$ cat config.mk
export PLATFORM = sky130hd
export DESIGN_NAME = ct_spsram_512x59_ctrl_flat
export DESIGN_NICKNAME = d
export VERILOG_FILES = /design/src/rtl/ct_spsram_512x59_ctrl_if.sv /design/src/rtl/ct_spsram_512x59_ctrl.sv /design/src/flat_wrapper.sv
export SDC_FILE = /design/constraint.sdc
export NUM_CORES = 1
export LEC_CHECK = 0
export BUFFER_PORTS_ARGS = -buffer_cell sky130_fd_sc_hd__buf_2
export CAP_MARGIN = 20
export CORE_AREA = 2 2 147 149
export DETAILED_ROUTE_END_ITERATION = 12
export DIE_AREA = 0 0 149 151
export PLACE_DENSITY = 0.6
export SYNTH_ARGS = -nofsm -noshare
export SYNTH_HDL_FRONTEND = slang
export SYNTH_SLANG_ARGS = --single-unit
$ cat constraint.sdc
create_clock -name forever_cpuclk -period 4.8 [get_ports forever_cpuclk]
set_input_delay 0.48 -clock forever_cpuclk [delete_from_list [all_inputs] [get_ports forever_cpuclk]]
set_output_delay 0.48 -clock forever_cpuclk [all_outputs]
set_load 0.01 [all_outputs]
$ cat src/rtl/ct_spsram_512x59_ctrl_if.sv
// Request/response handshake and SRAM macro pins of the 512x59 single-port SRAM controller.
// The slave modport is the controller; the master modport is the requester plus SRAM macro.
interface ct_spsram_512x59_ctrl_if #(
    parameter int ADDR_WIDTH = 9,
    parameter int DATA_WIDTH = 59
);
    logic                  req_vld;
    logic                  req_rdy;
    logic                  req_wr;
    logic [ADDR_WIDTH-1:0] req_addr;
    logic [DATA_WIDTH-1:0] req_wdata;
    logic [DATA_WIDTH-1:0] req_wmask;
    logic                  rsp_vld;
    logic                  rsp_rdy;
    logic [DATA_WIDTH-1:0] rsp_rdata;
    logic                  init_done;
    logic [ADDR_WIDTH-1:0] sram_a;
    logic                  sram_cen;
    logic                  sram_gwen;
    logic [DATA_WIDTH-1:0] sram_wen;
    logic [DATA_WIDTH-1:0] sram_d;
    logic [DATA_WIDTH-1:0] sram_q;

    modport slave (
        input  req_vld, req_wr, req_addr, req_wdata, req_wmask, rsp_rdy, sram_q,
        output req_rdy, rsp_vld, rsp_rdata, init_done,
        output sram_a, sram_cen, sram_gwen, sram_wen, sram_d
    );

    modport master (
        output req_vld, req_wr, req_addr, req_wdata, req_wmask, rsp_rdy, sram_q,
        input  req_rdy, rsp_vld, rsp_rdata, init_done,
        input  sram_a, sram_cen, sram_gwen, sram_wen, sram_d
    );
endinterface

$ cat src/rtl/ct_spsram_512x59_ctrl.sv
// Single-port SRAM controller: zero-fills the array after reset, then serves masked writes
// and reads through a 2-entry response FIFO with full back-to-back read throughput.
module ct_spsram_512x59_ctrl #(
    parameter int ADDR_WIDTH = 9,
    parameter int DATA_WIDTH = 59
) (
    input  logic                   forever_cpuclk,
    input  logic                   cpurst_b,
    ct_spsram_512x59_ctrl_if.slave bus
);
    typedef enum logic {ST_INIT = 1'b0, ST_RUN = 1'b1} state_e;

    state_e                r_state;
    logic [ADDR_WIDTH-1:0] r_init_cnt;
    logic                  r_init_done;
    logic                  r_inflight;
    logic [1:0]            r_count;
    logic                  r_wptr;
    logic                  r_rptr;
    logic [DATA_WIDTH-1:0] r_fifo [2];

    logic                  w_init_wr;
    logic                  w_run;
    logic                  w_rsp_vld;
    logic                  w_pop;
    logic                  w_push;
    logic [2:0]            w_occ;
    logic                  w_req_rdy;
    logic                  w_acc;
    logic                  w_acc_rd;
    logic                  w_sram_cen;
    logic                  w_sram_gwen;
    logic [ADDR_WIDTH-1:0] w_sram_a;
    logic [DATA_WIDTH-1:0] w_sram_wen;
    logic [DATA_WIDTH-1:0] w_sram_d;

    // Outputs are gated by cpurst_b so the macro and requester see idle while reset is held.
    assign w_init_wr = cpurst_b && (r_state == ST_INIT);
    assign w_run     = cpurst_b && (r_state == ST_RUN);
    assign w_rsp_vld = cpurst_b && (r_count != 2'd0);
    assign w_pop     = w_rsp_vld && bus.rsp_rdy;
    assign w_push    = r_inflight;

    // Occupancy the FIFO will have once the read in flight lands; a new read needs one free slot.
    assign w_occ     = {1'b0, r_count} + {2'b0, r_inflight} - {2'b0, w_pop};
    assign w_req_rdy = w_run && (w_occ < 3'd2);
    assign w_acc     = bus.req_vld && w_req_rdy;
    assign w_acc_rd  = w_acc && !bus.req_wr;

    always_comb begin
        w_sram_cen  = 1'b1;
        w_sram_gwen = 1'b1;
        w_sram_a    = '0;
        w_sram_wen  = '1;
        w_sram_d    = '0;
        if (w_init_wr) begin
            w_sram_cen  = 1'b0;
            w_sram_gwen = 1'b0;
            w_sram_a    = r_init_cnt;
            w_sram_wen  = '0;
        end else if (w_acc) begin
            w_sram_cen = 1'b0;
            w_sram_a   = bus.req_addr;
            if (bus.req_wr) begin
                w_sram_gwen = 1'b0;
                w_sram_wen  = ~bus.req_wmask;
                w_sram_d    = bus.req_wdata;
            end
        end
    end

    always_ff @(posedge forever_cpuclk) begin
        if (!cpurst_b) begin
            r_state     <= ST_INIT;
            r_init_cnt  <= '0;
            r_init_done <= 1'b0;
            r_inflight  <= 1'b0;
            r_count     <= 2'd0;
            r_wptr      <= 1'b0;
            r_rptr      <= 1'b0;
        end else begin
            case (r_state)
                ST_INIT: begin
                    r_init_cnt <= r_init_cnt + 1'b1;
                    if (&r_init_cnt) begin
                        r_state     <= ST_RUN;
                        r_init_done <= 1'b1;
                    end
                end
                default: ;
            endcase
            r_inflight <= w_acc_rd;
            if (w_push) r_wptr <= ~r_wptr;
            if (w_pop)  r_rptr <= ~r_rptr;
            r_count <= r_count + {1'b0, w_push} - {1'b0, w_pop};
        end
    end

    // sram_q is valid the cycle after the read access, which is exactly when r_inflight is set.
    always_ff @(posedge forever_cpuclk) begin
        if (w_push) r_fifo[r_wptr] <= bus.sram_q;
    end

    assign bus.req_rdy   = w_req_rdy;
    assign bus.rsp_vld   = w_rsp_vld;
    assign bus.rsp_rdata = cpurst_b ? r_fifo[r_rptr] : '0;
    assign bus.init_done = r_init_done;
    assign bus.sram_cen  = w_sram_cen;
    assign bus.sram_gwen = w_sram_gwen;
    assign bus.sram_a    = w_sram_a;
    assign bus.sram_wen  = w_sram_wen;
    assign bus.sram_d    = w_sram_d;
endmodule
$ cat src/flat_wrapper.sv
// flat-port wrapper written by rule: the top's interface ports become plain ports
module ct_spsram_512x59_ctrl_flat 
#(
    parameter int ADDR_WIDTH = 9,
    parameter int DATA_WIDTH = 59
)
  (forever_cpuclk, cpurst_b, bus_req_vld, bus_req_wr, bus_req_addr, bus_req_wdata, bus_req_wmask, bus_rsp_rdy, bus_sram_q, bus_req_rdy, bus_rsp_vld, bus_rsp_rdata, bus_init_done, bus_sram_a, bus_sram_cen, bus_sram_gwen, bus_sram_wen, bus_sram_d);
  ct_spsram_512x59_ctrl_if #(.ADDR_WIDTH(ADDR_WIDTH), .DATA_WIDTH(DATA_WIDTH)) bus_i ();
  input  logic forever_cpuclk;
  input  logic cpurst_b;
  input wire logic [$bits(bus_i.req_vld)-1:0] bus_req_vld;
  input wire logic [$bits(bus_i.req_wr)-1:0] bus_req_wr;
  input wire logic [$bits(bus_i.req_addr)-1:0] bus_req_addr;
  input wire logic [$bits(bus_i.req_wdata)-1:0] bus_req_wdata;
  input wire logic [$bits(bus_i.req_wmask)-1:0] bus_req_wmask;
  input wire logic [$bits(bus_i.rsp_rdy)-1:0] bus_rsp_rdy;
  input wire logic [$bits(bus_i.sram_q)-1:0] bus_sram_q;
  output wire logic [$bits(bus_i.req_rdy)-1:0] bus_req_rdy;
  output wire logic [$bits(bus_i.rsp_vld)-1:0] bus_rsp_vld;
  output wire logic [$bits(bus_i.rsp_rdata)-1:0] bus_rsp_rdata;
  output wire logic [$bits(bus_i.init_done)-1:0] bus_init_done;
  output wire logic [$bits(bus_i.sram_a)-1:0] bus_sram_a;
  output wire logic [$bits(bus_i.sram_cen)-1:0] bus_sram_cen;
  output wire logic [$bits(bus_i.sram_gwen)-1:0] bus_sram_gwen;
  output wire logic [$bits(bus_i.sram_wen)-1:0] bus_sram_wen;
  output wire logic [$bits(bus_i.sram_d)-1:0] bus_sram_d;
  assign bus_i.req_vld = bus_req_vld;
  assign bus_i.req_wr = bus_req_wr;
  assign bus_i.req_addr = bus_req_addr;
  assign bus_i.req_wdata = bus_req_wdata;
  assign bus_i.req_wmask = bus_req_wmask;
  assign bus_i.rsp_rdy = bus_rsp_rdy;
  assign bus_i.sram_q = bus_sram_q;
  assign bus_req_rdy = bus_i.req_rdy;
  assign bus_rsp_vld = bus_i.rsp_vld;
  assign bus_rsp_rdata = bus_i.rsp_rdata;
  assign bus_init_done = bus_i.init_done;
  assign bus_sram_a = bus_i.sram_a;
  assign bus_sram_cen = bus_i.sram_cen;
  assign bus_sram_gwen = bus_i.sram_gwen;
  assign bus_sram_wen = bus_i.sram_wen;
  assign bus_sram_d = bus_i.sram_d;
  ct_spsram_512x59_ctrl #(.ADDR_WIDTH(ADDR_WIDTH), .DATA_WIDTH(DATA_WIDTH)) u_core (.forever_cpuclk(forever_cpuclk), .cpurst_b(cpurst_b), .bus(bus_i));
endmodule
# Word level (Yosys, flattened, before mapping)
# Memories as Yosys holds them, arrays and structs flattened. A register that Yosys moved wholly into a read port is not among the register bits.
# Index checks and enable logic that the tools add are counted.
# word_totals
ff_bits,16
ram_bits,118
inputBits,191
output_inout_bits,191
wordCells,49
n_memories,1
# memory_table
memory,words,width,rd,rd_clocked_by_memory_dff,write_ports,line_no,source
u_core.r_fifo,2,59,1,1,1,ct_spsram_512x59_ctrl.sv:20,logic [DATA_WIDTH-1:0] r_fifo [2];
# op_classes
addsub,5
order_cmp,1
muxes,20
bitwise,4
reduce_logical,11
# op_table
operator,n
59-bit 2-to-1 mux,7
59-bit inverter,1
9-bit 2-to-1 mux,2
1-bit 2-to-1 mux,11
10-bit AND reduction,1
"9-bit by 1-bit adder with 9-bit output, second input constant",1
9-bit AND reduction,1
1-bit logical AND,7
2-bit by 1-bit adder with 3-bit output,1
"3-bit by 2-bit less-than comparator with 1-bit output, second input constant",1
1-bit inverter,3
3-bit by 1-bit subtractor with 3-bit output,1
2-bit by 1-bit adder with 2-bit output,1
2-bit nonzero test,1
2-bit by 1-bit subtractor with 2-bit output,1
1-bit zero test,1

# Logic depth before layout (Yosys ltp)
# Gate-level depths: netlist of run 1.
# depth
word_depth,9
mapped_depth,13
mapped_depth_nobuf,9

# Worst setup path after synthesis of run 1
# OpenSTA, ideal clock, no wires.
# synth_path
kind,input-to-output
startpoint,in cpurst_b
endpoint,out bus_sram_d[48]
arrival_time_ps,3001
required_ps,4320
slack_ps,1319
path_stages,13
path_cell_list,buf_2 -> o21a_1 -> and2_1 -> clkbuf_1 -> ha_1 -> inv_1 -> ha_1 -> fa_1 -> nand4b_1 -> nor3b_4 -> buf_6 -> buf_6 -> and2_1
# synth_between
elab_chain_len,8
elab_cells_between_ends,10
# synth_rtl
element,line_no,source
from (decl),flat_wrapper.sv:10,input logic cpurst_b;
1-bit logical AND,ct_spsram_512x59_ctrl.sv:40,assign w_rsp_vld = cpurst_b && (r_count != 2'd0);
via bus_rsp_vld,flat_wrapper.sv:19,output wire logic [$bits(bus_i.rsp_vld)-1:0] bus_rsp_vld;
1-bit logical AND,ct_spsram_512x59_ctrl.sv:41,assign w_pop = w_rsp_vld && bus.rsp_rdy;
via u_core.w_pop,ct_spsram_512x59_ctrl.sv:25,logic w_pop;
3-bit by 1-bit subtractor with 3-bit output,ct_spsram_512x59_ctrl.sv:45,"assign w_occ = {1'b0, r_count} + {2'b0, r_inflight} - {2'b0, w_pop};"
via u_core.w_occ[1],ct_spsram_512x59_ctrl.sv:27,logic [2:0] w_occ;
3-bit by 2-bit less-than comparator with 1-bit output,ct_spsram_512x59_ctrl.sv:46,assign w_req_rdy = w_run && (w_occ < 3'd2);
1-bit logical AND,ct_spsram_512x59_ctrl.sv:46,
1-bit logical AND,ct_spsram_512x59_ctrl.sv:47,assign w_acc = bus.req_vld && w_req_rdy;
59-bit 2-to-1 mux,ct_spsram_512x59_ctrl.sv:61,end else if (w_acc) begin
59-bit 2-to-1 mux,ct_spsram_512x59_ctrl.sv:56,if (w_init_wr) begin
to (decl),flat_wrapper.sv:26,output wire logic [$bits(bus_i.sram_d)-1:0] bus_sram_d;
# The timed path passes the listed nets, and every way through them passes these cells.

# Worst setup path after layout of run 1
# layout_path
startpoint,reg u_core.r_count[1]
endpoint,out bus_sram_d[41]
# layout_between
elab_chain_len,9
elab_cells_between_ends,10
# layout_rtl
element,line_no,source
from (decl),ct_spsram_512x59_ctrl.sv:17,logic [1:0] r_count;
from (signal assigned),ct_spsram_512x59_ctrl.sv:95,"r_count <= r_count + {1'b0, w_push} - {1'b0, w_pop};"
branches (longest 3 deep; another with 2-bit by 1-bit adder with 3-bit output),n/a,
3-bit by 1-bit subtractor with 3-bit output *,ct_spsram_512x59_ctrl.sv:45,
via u_core.w_occ[1],ct_spsram_512x59_ctrl.sv:27,
3-bit by 2-bit less-than comparator with 1-bit output *,ct_spsram_512x59_ctrl.sv:46,
1-bit logical AND *,ct_spsram_512x59_ctrl.sv:46,
1-bit logical AND *,ct_spsram_512x59_ctrl.sv:47,
59-bit 2-to-1 mux *,ct_spsram_512x59_ctrl.sv:61,
59-bit 2-to-1 mux *,ct_spsram_512x59_ctrl.sv:56,
# Mark *: on every way through the listed nets, which the timed path passes.

==> metrics.md, run 1 <==
| Metric | Value |
|---|---|
| Status | `complete, no violations` |
| Final Max Tran Viols | `0` |
| Register bit total from synthesis | `135` |
| Clk pin slew, worst setup/hold paths | `approximately 60 ps` |
| Routed vias/inst | `between 4 and 5` |
| Worst slew margin | `between 20% and 30%` |
| Clock skew | `between 8 and 9 ps` |
| HP Start | `bus_sram_q[29]` |
| Crit path kind | `flop to output pin` |
| Total GRT Usage | `about 17%` |
| Number of port buffers | `between 300 and 400` |
| Largest net degree at the start of global routing | `a little over 80` |
| FF-to-FF End | `u_core.r_inflight` |
| Maximum VDD drop | `between 200 and 250 uV` |
| Worst hold stages | `1` |
| Hold Fails Final Rpt | `0` |
| Critical path peak fanout | `59` |
| Routed via count | `roughly 5k` |
| CTS root buffer | `clkbuf_16` |
| Maximum clock frequency | `251 MHz` |
| Placed cell areas | `8440 um2` |
| CP Capture Type | `output pin` |
| Wire length per cell | `about 18 um` |
| Worst reg2reg setup slack | `about 2300 ps` |
| Most frequent cells in the layout | `buf_2 (381), edfxtp_1 (118), and2_1 (66)` |
| Die ar. | `22,500 um2` |
| 1st-iter DRT viols | `around 270` |
| Critical path's top delay family | `simple AND/OR/NAND/NOR gates` |
| Mean Syn Cell Area | `~13 um2` |
| Die height | `between 150 and 200 um` |
| Min-Delay Endpoint | `u_core.r_fifo[1][29]` |
| Syn. warnings | `0` |
| Critical Path Max Stage Delay | `approximately 500 ps` |
| Post-route DRC | `0` |
| CTS Buf Count | `17` |
| Drt total wl | `roughly 21,000 um` |
| Netlist cell types | `31` |
| First-pass iteration count of the detailed router | `4` |
| Proportion of layout cells with a drive suffix above 1 | `48.9%` |
| R2R Path Start | `u_core.r_count[1]` |
| # nets final | `around 1.1k` |
| Total power | `2.66 mW` |
| Final GP Congestion | `between 0.9 and 1` |
| Worst-skew pair later-pin latency | `approximately 410 ps` |
| DP Wirelength | `15,900 um` |
| Starting Density | `about 30%` |
| Mapped Nets | `683` |
| CTS Sinks | `approximately 140` |
| Worst-Margin Slew | `around 1100 ps` |
| Cell count after synthesis | `just under 500` |
| Maxcap violations | `0` |
| Fin crit share | `83.0%` |
| CP Launch Type | `flop` |
| Pleak | `slightly below 4 nW` |
| Rows | `between 50 and 60` |
| Number of global-route vias before repair | `~4.8k` |
| First-pass GRT wire length | `~29,000 um` |
| # IOs | `between 300 and 400` |
| Final setup viols | `0` |
| TritonCTS clock tree | `yes` |
| Setup TNS | `0 ps` |
| Cell Chain, Critical Path | `o21a_1, and2_1, ha_1, inv_1, ha_1, fa_1, nand4b_1, nor3b_4, buf_4, and2_1, buf_2` |
| Worst Path Buf+Inv | `3` |
| Worst EP arrival | `3510 ps` |
| Seq/Total Area, Yosys | `between 60% and 70%` |
| Fin area | `~9000 um2` |
| Power per Cell Area | `296 nW/um2` |
| Synth-to-layout area growth | `42.2%` |
| CP max stage cell | `fa_1` |
| Maximum clock path buffer count | `2` |
| Post-CTS Setup Bufs | `0` |
| Leading cell type in the layout, fill and taps excluded | `buf_2` |
| Core area | `20,800 um2` |
| Cts hold-fix bufs | `0` |
| Reg2Reg Depth | `8` |
| Min cycle time layout | `roughly 4000 ps` |
| Depth of the CTS H-tree | `4` |
| Antenna Nets Post-Route | `0` |
| Min-delay worst type | `input pin to flop` |
| Critical Path RT | `about 4300 ps` |
| RSZ-0062 raised after global routing | `false` |
| Remaining Overflow, GRT | `0` |
| Die W | `about 150 um` |
| Antenna violations before repair | `3` |
| Synth Cell Area | `~6300 um2` |
| CTS resizes | `0` |
-- registers in the layout (all words and copies together), names as in the netlist, named ones only --
register,count
u_core.r_fifo,118
u_core.r_init_cnt,9
u_core.r_count,2
u_core.bus.init_done,1
u_core.r_inflight,1
u_core.r_rptr,1
u_core.r_state,1
u_core.r_wptr,1
-- cells by family after synthesis --
family / after synthesis / synth area share [%]
muxes: 65 / 10.3
buffers and inverters: 42 / 3.69
xor gates and xnor gates: 5 / 0.813
AOI/OAI and AO/OA: 75 / 6.70
DFF: 135 / 61.5
and+or+nand+nor: 160 / 15.8
adders and majority gates: 5 / 1.11
-- report_power, final --
part | total (mW) | switching (mW) | leakage, nW | internal, mW
logic | 0.234 | 0.122 | 2.45 | 0.111
clock network | 1.15 | 0.482 | 0.244 | 0.663
registers | 1.28 | 0.00320 | 1.20 | 1.28
-- worst max-delay path by stage --
stage	from	end	slack (ps)	depth (start not counted)
after global placement	cpurst_b	bus_sram_d[41]	1020	12
after floorplan	cpurst_b	bus_sram_d[48]	1320	13
final	u_core.r_count[1]	bus_sram_d[41]	810	11
after global routing	u_core.r_count[1]	bus_sram_d[41]	560	11
after detailed placement	cpurst_b	bus_sram_d[41]	1020	12
after CTS	u_core.r_count[1]	bus_sram_d[41]	740	11
-- layout make-up --
cell class / count / area, um2
clock inverter: 13 / 98.8
fill: 2004 / 11800
inverter: 4 / 15.0
multi-input combinational: 310 / 2210
tap: 275 / 344
clock buffer: 19 / 433
sequential: 135 / 3890
timing repair buffer: 388 / 1980
antenna: 1 / 2.50
-- stage by stage --
step | hold WS, ps | setup WS, ps | cells | utilization (%)
after floorplan | 437 | 1320 | 487 | -
after CTS | 226 | 736 | 1144 | 43.1
after global placement | 451 | 1020 | 1111 | 40.4
after global routing | 233 | 560 | 1144 | 43.1
final | 256 | 814 | 1145 | 43.1
after detailed placement | 442 | 1020 | 1112 | 40.5
-- metal layers --
| metal | up-vias | part of all wire [%] | GRT usage (%) | wire length [um] |
|---|---|---|---|---|
| met2 | 227 | 48 | 28.2 | 9960 |
| met3 | 19 | 10 | 6.99 | 2090 |
| met4 | 2 | 1.7 | 5.24 | 357 |
| li1 | 2475 | - | - | - |
| met1 | 2428 | 40 | 21.3 | 8360 |
| met5 | - | 0.063 | 0 | 13 |
-- cell usage after synthesis --
master	count	area [um2]
edfxtp_1	118	3540
buf_6	6	67.6
o21ai_0	2	10.0
nor3_1	3	15.0
xnor2_2	1	16.3
o21a_1	3	22.5
ha_1	4	50.1
or3_1	1	6.26
a21boi_0	1	7.51
buf_1	1	3.75
clkbuf_2	5	25.0
nand4b_1	4	35.0
mux2i_1	65	651
a21oi_1	59	295
and2_1	67	419
inv_1	4	15.0
fa_1	1	20.0
buf_4	4	30.0
clkbuf_1	15	56.3
nand2_1	9	33.8
nor2b_1	63	394
a22o_1	10	87.6
nor3_4	1	16.3
nand2b_1	4	25.0
nor2_2	1	6.26
nor3b_4	1	18.8
buf_2	7	35.0
nor2_1	3	11.3
dfxtp_1	17	340
and3_1	3	18.8
xnor2_1	4	35.0
Power figures use the tool's default switching activity.
==> run 2, diff against run 1 <==
--- a/config.mk
+++ b/config.mk
@@ -10,7 +10,7 @@
 export CORE_AREA = 2 2 147 149
 export DETAILED_ROUTE_END_ITERATION = 12
 export DIE_AREA = 0 0 149 151
-export PLACE_DENSITY = 0.6
+export PLACE_DENSITY = 0.62
 export SYNTH_ARGS = -nofsm -noshare
 export SYNTH_HDL_FRONTEND = slang
 export SYNTH_SLANG_ARGS = --single-unit
==> constraint.sdc (replaced) <==
create_clock -name forever_cpuclk -period 3.6 [get_ports forever_cpuclk]
set_input_delay 0.36 -clock forever_cpuclk [delete_from_list [all_inputs] [get_ports forever_cpuclk]]
set_output_delay 0.36 -clock forever_cpuclk [all_outputs]
set_load 0.01 [all_outputs]
==> metrics.md, run 2 (synthesized netlist as in run 1, its figures left out) <==
| Metric | Value |
|---|---|
| Beginning of the critical path | `u_core.r_count[1]` |
| Min cycle time layout | `3500 ps` |
| Most frequent cells in the layout | `buf_2 (351), edfxtp_1 (118), mux2i_1 (65)` |
| Clk pin slew, worst setup/hold paths | `70 ps (about the same)` |
| # IOs | `382 (unchanged)` |
| Die height | `151 um (unchanged)` |
| Worst reg2reg setup slack | `1150 ps (-1190 ps)` |
| Leading cell type in the layout, fill and taps excluded | `buf_2` |
| Largest register FFs | `118 (unchanged)` |
| Fin area | `9530 um2 (+6.1%)` |
| R2R Path Start | `u_core.r_count[1]` |
| Min-delay worst type | `input pin to flop` |
| Antenna Nets Post-Route | `0 (unchanged)` |
| Routed vias/inst | `4.54 (+0.96%)` |
| Fillcell total | `1,959 (-2.2%)` |
| Worst hold slack | `124 ps (-132 ps)` |
| Worst EP arrival | `3140 ps (-370 ps)` |
| Final GP Congestion | `0.873 (-3.6%)` |
| Number of global-route vias before repair | `5,088 (+5.0%)` |
| Worst-skew pair later-pin latency | `420 ps (about the same)` |
| Remaining Overflow, GRT | `0 (unchanged)` |
| Worst slew margin | `43.9% (+16 points)` |
| Setup TNS | `0 ps (unchanged)` |
| Core area | `20,800 um2 (unchanged)` |
| Rows | `53 (unchanged)` |
| Power per Cell Area | `406 nW/um2 (+37%)` |
| Depth of the CTS H-tree | `4 (unchanged)` |
| Critical path peak fanout | `60 (+1.7%)` |
| Clock skew | `12.6 ps (+3.71 ps)` |
| Die ar. | `22,500 um2 (unchanged)` |
| DP Wirelength | `15,700 um (-0.94%)` |
| FF-to-FF End | `u_core.r_inflight` |
| CTS root buffer | `clkbuf_16` |
| Routed via count | `5,246 (+1.8%)` |
| Maximum clock path buffer count | `2 (unchanged)` |
| Maximum clock frequency | `285 MHz` |
| CTS Sinks | `135 (unchanged)` |
| Critical Path RT | `3240 ps (-1080 ps)` |
| Largest net degree at the start of global routing | `83 (unchanged)` |
| Die W | `149 um (unchanged)` |
| Fin crit share | `97.3%` |
| Critical path endpoint | `bus_sram_wen[9]` |
| TritonCTS clock tree | `yes` |
| Final setup viols | `0 (unchanged)` |
| Placed cell areas | `8470 um2 (+0.39%)` |
| Post-route DRC | `0 (unchanged)` |
| Antenna violations before repair | `2 (-1)` |
| Biggest regs | `u_core.r_fifo x118, u_core.r_init_cnt x9, u_core.r_count x2` |
| First-pass GRT wire length | `29,600 um (+2.7%)` |
| Top reg by flops | `u_core.r_fifo` |
| RSZ-0062 raised after global routing | `true` |
| Synth-to-layout area growth | `50.9%` |
| Proportion of layout cells with a drive suffix above 1 | `54.0% (+5.1 points)` |
| CP Launch Type | `flop` |
| Maxcap violations | `0 (unchanged)` |
| Maximum VDD drop | `306 uV (+44%)` |
| Starting Density | `30.3% (unchanged)` |
| First-pass iteration count of the detailed router | `5 (+1)` |
| 1st-iter DRT viols | `283 (+6.4%)` |
| Drt total wl | `21,400 um (+2.9%)` |
| Reg2Reg Depth | `10 (+2)` |
| Worst-Margin Slew | `841 ps (-242 ps)` |
| Wire length per cell | `18.5 um (+2.0%)` |
| CTS Buf Count | `17 (unchanged)` |
| Placed cell count | `1,113 (+0.090%)` |
| Number of port buffers | `381 (unchanged)` |
| Final Max Tran Viols | `0 (unchanged)` |
| CP Capture Type | `output pin` |
| # nets final | `1,061 (+0.86%)` |
| Non-filler cells, final | `1,155 (+0.87%)` |
| Status | `complete, no violations` |
| Total GRT Usage | `17.8% (+0.39 points)` |
| Hold Fails Final Rpt | `0 (unchanged)` |
| Worst setup margin | `96.8 ps (-717 ps)` |
| Crit path kind | `flop to output pin` |
| Pleak | `4.09 nW (+4.9%)` |
| Pre-CTS WS | `275 ps (-749 ps)` |
## run 2: cell types whose count changed in the layout (fill, tap and decap cells not counted), sizes merged
cell / change
buf: +7
clkinv: -1
diode: +1
clkinvlp: -4
inv: +4
bufinv: +3
## run 2: metrics by stage
stage / power, mW / util (%)
2_1_floorplan: 1.85 / -
3_3_place_gp: 2.06 / 40.7
3_5_place_dp: 2.06 / 40.7
4_1_cts: 3.91 / 44.3
5_1_grt: 4.00 / 45.7
6_report: 3.86 / 45.7
## run 2: cell type report
type | instances | area (um2) | area share [%]
clock inverter | 15 | 211 | 2.22
tap | 275 | 344 | 3.61
timing repair buffer | 397 | 2330 | 24.4
sequential | 135 | 3890 | 40.8
inverter | 4 | 15.0 | 0.158
clock buffer | 17 | 425 | 4.47
multi-input combinational | 310 | 2310 | 24.2
antenna | 2 | 5.00 | 0.0525
## run 2: worst min-delay path by stage
stage,slack (ps),endpoint,startpoint,cells past startpoint
after floorplan,440,flop,u_core.r_rptr,1
after CTS,100,u_core.r_fifo[1][8],bus_sram_q[8],1
after global routing,100,u_core.r_fifo[0][10],bus_sram_q[10],1
after detailed placement,440,flop,u_core.r_rptr,1
after global placement,440,flop,u_core.r_rptr,1
final,120,u_core.r_fifo[1][8],bus_sram_q[8],1
## run 2: worst max-delay path, stage by stage (launching register included)
cell,delay [ps]
dfxtp_2,340
o21a_1,180
and2_4,160
ha_4,260
inv_2,30
ha_2,160
fa_1,420
xnor2_2,390
nor3_4,100
buf_12,210
a21oi_1,290
buf_2,190
## run 2: what timing repair did
action                     4_1_cts  5_1_grt
gates resized for setup          9       73
pin swaps                        2       18
gates cloned                     2        2
hold buffers                     0        0
setup buffers                    5        0
setup endpoints to repair       69      127
## run 2: where the power goes
group	total, mW	internal, mW	switching, mW
registers	1.70	1.70	0.00393
logic	0.324	0.151	0.174
clock network	1.84	1.12	0.711
total	3.86	2.98	0.889
## run 2: layer usage
metal	GRT usage (%)	share of wire (%)	vias to the layer above
met3	7.86	10	35
met4	6.24	2.6	0
met1	20.7	39	2468
met2	29.3	48	251
li1	-	-	2492
met5	0	0	-
==> run 3, diff against run 2 <==
--- a/config.mk
+++ b/config.mk
@@ -7,10 +7,12 @@
 export LEC_CHECK = 0
 export BUFFER_PORTS_ARGS = -buffer_cell sky130_fd_sc_hd__buf_2
 export CAP_MARGIN = 20
-export CORE_AREA = 2 2 147 149
+export CELL_PAD_IN_SITES_DETAIL_PLACEMENT = 1
+export CELL_PAD_IN_SITES_GLOBAL_PLACEMENT = 1
+export CORE_MARGIN = 2
+export CORE_UTILIZATION = 29
 export DETAILED_ROUTE_END_ITERATION = 12
-export DIE_AREA = 0 0 149 151
-export PLACE_DENSITY = 0.62
+export PLACE_DENSITY = 0.76
 export SYNTH_ARGS = -nofsm -noshare
 export SYNTH_HDL_FRONTEND = slang
 export SYNTH_SLANG_ARGS = --single-unit
==> metrics.md, run 3 (synthesized netlist as in run 1, its figures left out) <==
| Metric | Value |
|---|---|
| Worst hold stages | `1 (unchanged)` |
| CP Launch Type | `flop` |
| Depth of the CTS H-tree | `4 (unchanged)` |
| Number of port buffers | `381 (unchanged)` |
| Die W | `152 um (+1.7%)` |
| CTS Buf Count | `17 (unchanged)` |
| Biggest regs | `u_core.r_fifo x118, u_core.r_init_cnt x9, u_core.r_count x2` |
| First-pass iteration count of the detailed router | `4 (-1)` |
| Rows | `53 (unchanged)` |
| Placed cell areas | `8500 um2 (+0.27%)` |
| Number of global-route vias before repair | `5,707 (+12%)` |
| Maximum clock frequency | `274 MHz (-4.1%)` |
| Internal | `2.96 mW (-0.44%)` |
| TritonCTS clock tree | `yes` |
| Worst slew margin | `40.9% (-3.0 points)` |
| DP Wirelength | `18,300 um (+16%)` |
| Synth-to-layout area growth | `52.0%` |
| Clock skew | `9.58 ps (-3.04 ps)` |
| FF-to-FF End | `u_core.r_inflight` |
| Total GRT Usage | `20.5% (+2.7 points)` |
| # nets final | `1,076 (+1.4%)` |
| # IOs | `382 (unchanged)` |
| Maximum clock path buffer count | `2 (unchanged)` |
| Clock network power share | `47.1% (-0.4 points)` |
| Multi-input gate area | `2320 um2 (+0.71%)` |
| Min cycle time layout | `3650 ps (+149 ps)` |
| Sw Ratio | `23.0% (+0.045 points)` |
| Reg2Reg Depth | `10 (unchanged)` |
| Routed vias/inst | `4.63 (+1.9%)` |
| First-pass GRT wire length | `34,300 um (+16%)` |
| Largest net degree at the start of global routing | `83 (unchanged)` |
| Maxcap violations | `0 (unchanged)` |
| Final Max Tran Viols | `0 (unchanged)` |
| Reg power frac | `44.3% (+0.2 points)` |
| Worst reg2reg setup slack | `1080 ps (-70 ps)` |
| Die height | `152 um (+0.34%)` |
| Core area | `21,200 um2 (+1.9%)` |
| Antenna Nets Post-Route | `0 (unchanged)` |
| RSZ-0062 raised after global routing | `true` |
| Setup TNS | `-348 ps (-348 ps)` |
| Worst-Margin Slew | `886 ps (+45.4 ps)` |
| Worst-skew pair later-pin latency | `420 ps (about the same)` |
| 1st-iter DRT viols | `160 (-43%)` |
| Wire length per cell | `21.3 um (+15%)` |
| Leading cell type in the layout, fill and taps excluded | `buf_2` |
| Crit path kind | `flop to output pin` |
| Non-filler cells, final | `1,171 (+1.4%)` |
| Fin crit share | `101% (+4.1 points)` |
| Register area | `3890 um2 (about the same)` |
| Die ar. | `23,000 um2 (+2.0%)` |
| Worst setup margin | `-51.8 ps (-149 ps)` |
| Critical Path RT | `3240 ps (about the same)` |
| Top reg by flops | `u_core.r_fifo` |
| Final setup viols | `15 (+15)` |
| Pleak | `4.14 nW (+1.2%)` |
| Min-Delay Endpoint | `u_core.r_fifo[0][31]` |
| Drt total wl | `25,000 um (+17%)` |
| Fillcell total | `2,368 (+21%)` |
| Psw | `887 uW (-0.19%)` |
| Worst EP arrival | `3290 ps (+150 ps)` |
| Post-route DRC | `0 (unchanged)` |
| Largest register FFs | `118 (unchanged)` |
| Clk pin slew, worst setup/hold paths | `70 ps (about the same)` |
| Finished Core Util | `45.2% (-0.53 points)` |
| Routed via count | `5,422 (+3.4%)` |
| CTS Sinks | `135 (unchanged)` |
| Placed cell count | `1,121 (+0.72%)` |
| Final GP Congestion | `0.899 (+3.0%)` |
| Remaining Overflow, GRT | `0 (unchanged)` |
| HP Start | `bus_sram_q[31]` |
| Proportion of layout cells with a drive suffix above 1 | `53.4% (-0.57 points)` |
| Failing checks | `negative setup slack` |
| Power per Cell Area | `401 nW/um2 (-1.1%)` |
| Cts hold-fix bufs | `0 (unchanged)` |
| Starting Density | `29.7% (-0.57 points)` |
| Min-delay worst type | `input pin to flop` |
| Fin area | `9590 um2 (+0.72%)` |
| CP Capture Type | `output pin` |
| R2R Path Start | `u_core.r_count[0]` |
| Gate power share | `8.6% (+0.2 points)` |
| Most frequent cells in the layout | `buf_2 (354), edfxtp_1 (118), mux2i_1 (65)` |
| CTS root buffer | `clkbuf_16` |
| Hold Fails Final Rpt | `0 (unchanged)` |
| Critical path peak fanout | `8 (-87%)` |
| Antenna violations before repair | `4 (+2)` |
| Status | `complete, but fails checks` |
| Maximum VDD drop | `314 uV (+2.6%)` |
==> run 3: final cells by class <==
class,count,share of cell area [%]
clock buffers,18,4.47
inverters,4,0.156
flip-flops and latches,135,40.5
multi-input cells,311,24.2
diodes,3,0.0782
clock inverters,14,1.92
well taps,275,3.59
repair buffers,411,25.0
==> run 3: worst max-delay path by stage <==
stage / start / to / slack [ps] / depth (start not counted)
after floorplan: u_core.r_inflight / u_core.r_fifo[0][0] / 230 / 2
after global placement: cpurst_b / bus_sram_wen[41] / -270 / 12
after detailed placement: cpurst_b / bus_sram_wen[46] / -390 / 12
after CTS: u_core.r_count[0] / bus_sram_d[23] / -70 / 14
after global routing: u_core.r_count[0] / bus_sram_d[11] / -180 / 14
final: u_core.r_count[0] / bus_sram_d[11] / -50 / 14
==> run 3: per-layer routing <==
layer | wire, um | part of all wire (%) | vias to the layer above | GRT usage, %
li1 | - | - | 2527 | -
met1 | 9790 | 39 | 2607 | 24.4
met2 | 12100 | 48 | 247 | 33.6
met3 | 2340 | 9.4 | 39 | 7.19
met4 | 788 | 3.2 | 2 | 8.66
met5 | 13 | 0.052 | - | 0
==> run 3: worst max-delay path: stages (launching register included) <==
cell and delay (ps):
dfxtp_2 320, o21a_1 200, and2_4 150, ha_4 250, inv_2 40, ha_4 150
fa_1 480, buf_6 140, nand4b_1 230, nor3b_4 230, buf_6 170, buf_12 130
buf_12 130, and2_4 160, buf_6 100
==> run 3: repair_timing <==
action	in CTS	in global routing
resized for setup	53	17
setup endpoints to repair	128	98
cloned	4	0
pin swaps	22	10
setup buffers	9	2
==> run 3: power by group through the flow <==
| stage | registers, mW | clock network (mW) | logic [mW] |
|---|---|---|---|
| finish | 1.71 | 1.81 | 0.331 |
| global route | 1.70 | 1.91 | 0.356 |
| CTS | 1.70 | 1.84 | 0.333 |
| detailed placement | 1.74 | 0 | 0.323 |
| global placement | 1.74 | 0 | 0.316 |
| floorplan | 1.74 | 0 | 0.113 |
==> run 3: through the flow <==
step           worst slack, ps  hold WS, ps  total power [mW]
2_1_floorplan              230          437              1.85
3_3_place_gp              -270          446              2.05
3_5_place_dp              -394          453              2.06
4_1_cts                  -70.0          105              3.88
5_1_grt                   -183          105              3.97
6_report                 -51.8          125              3.85
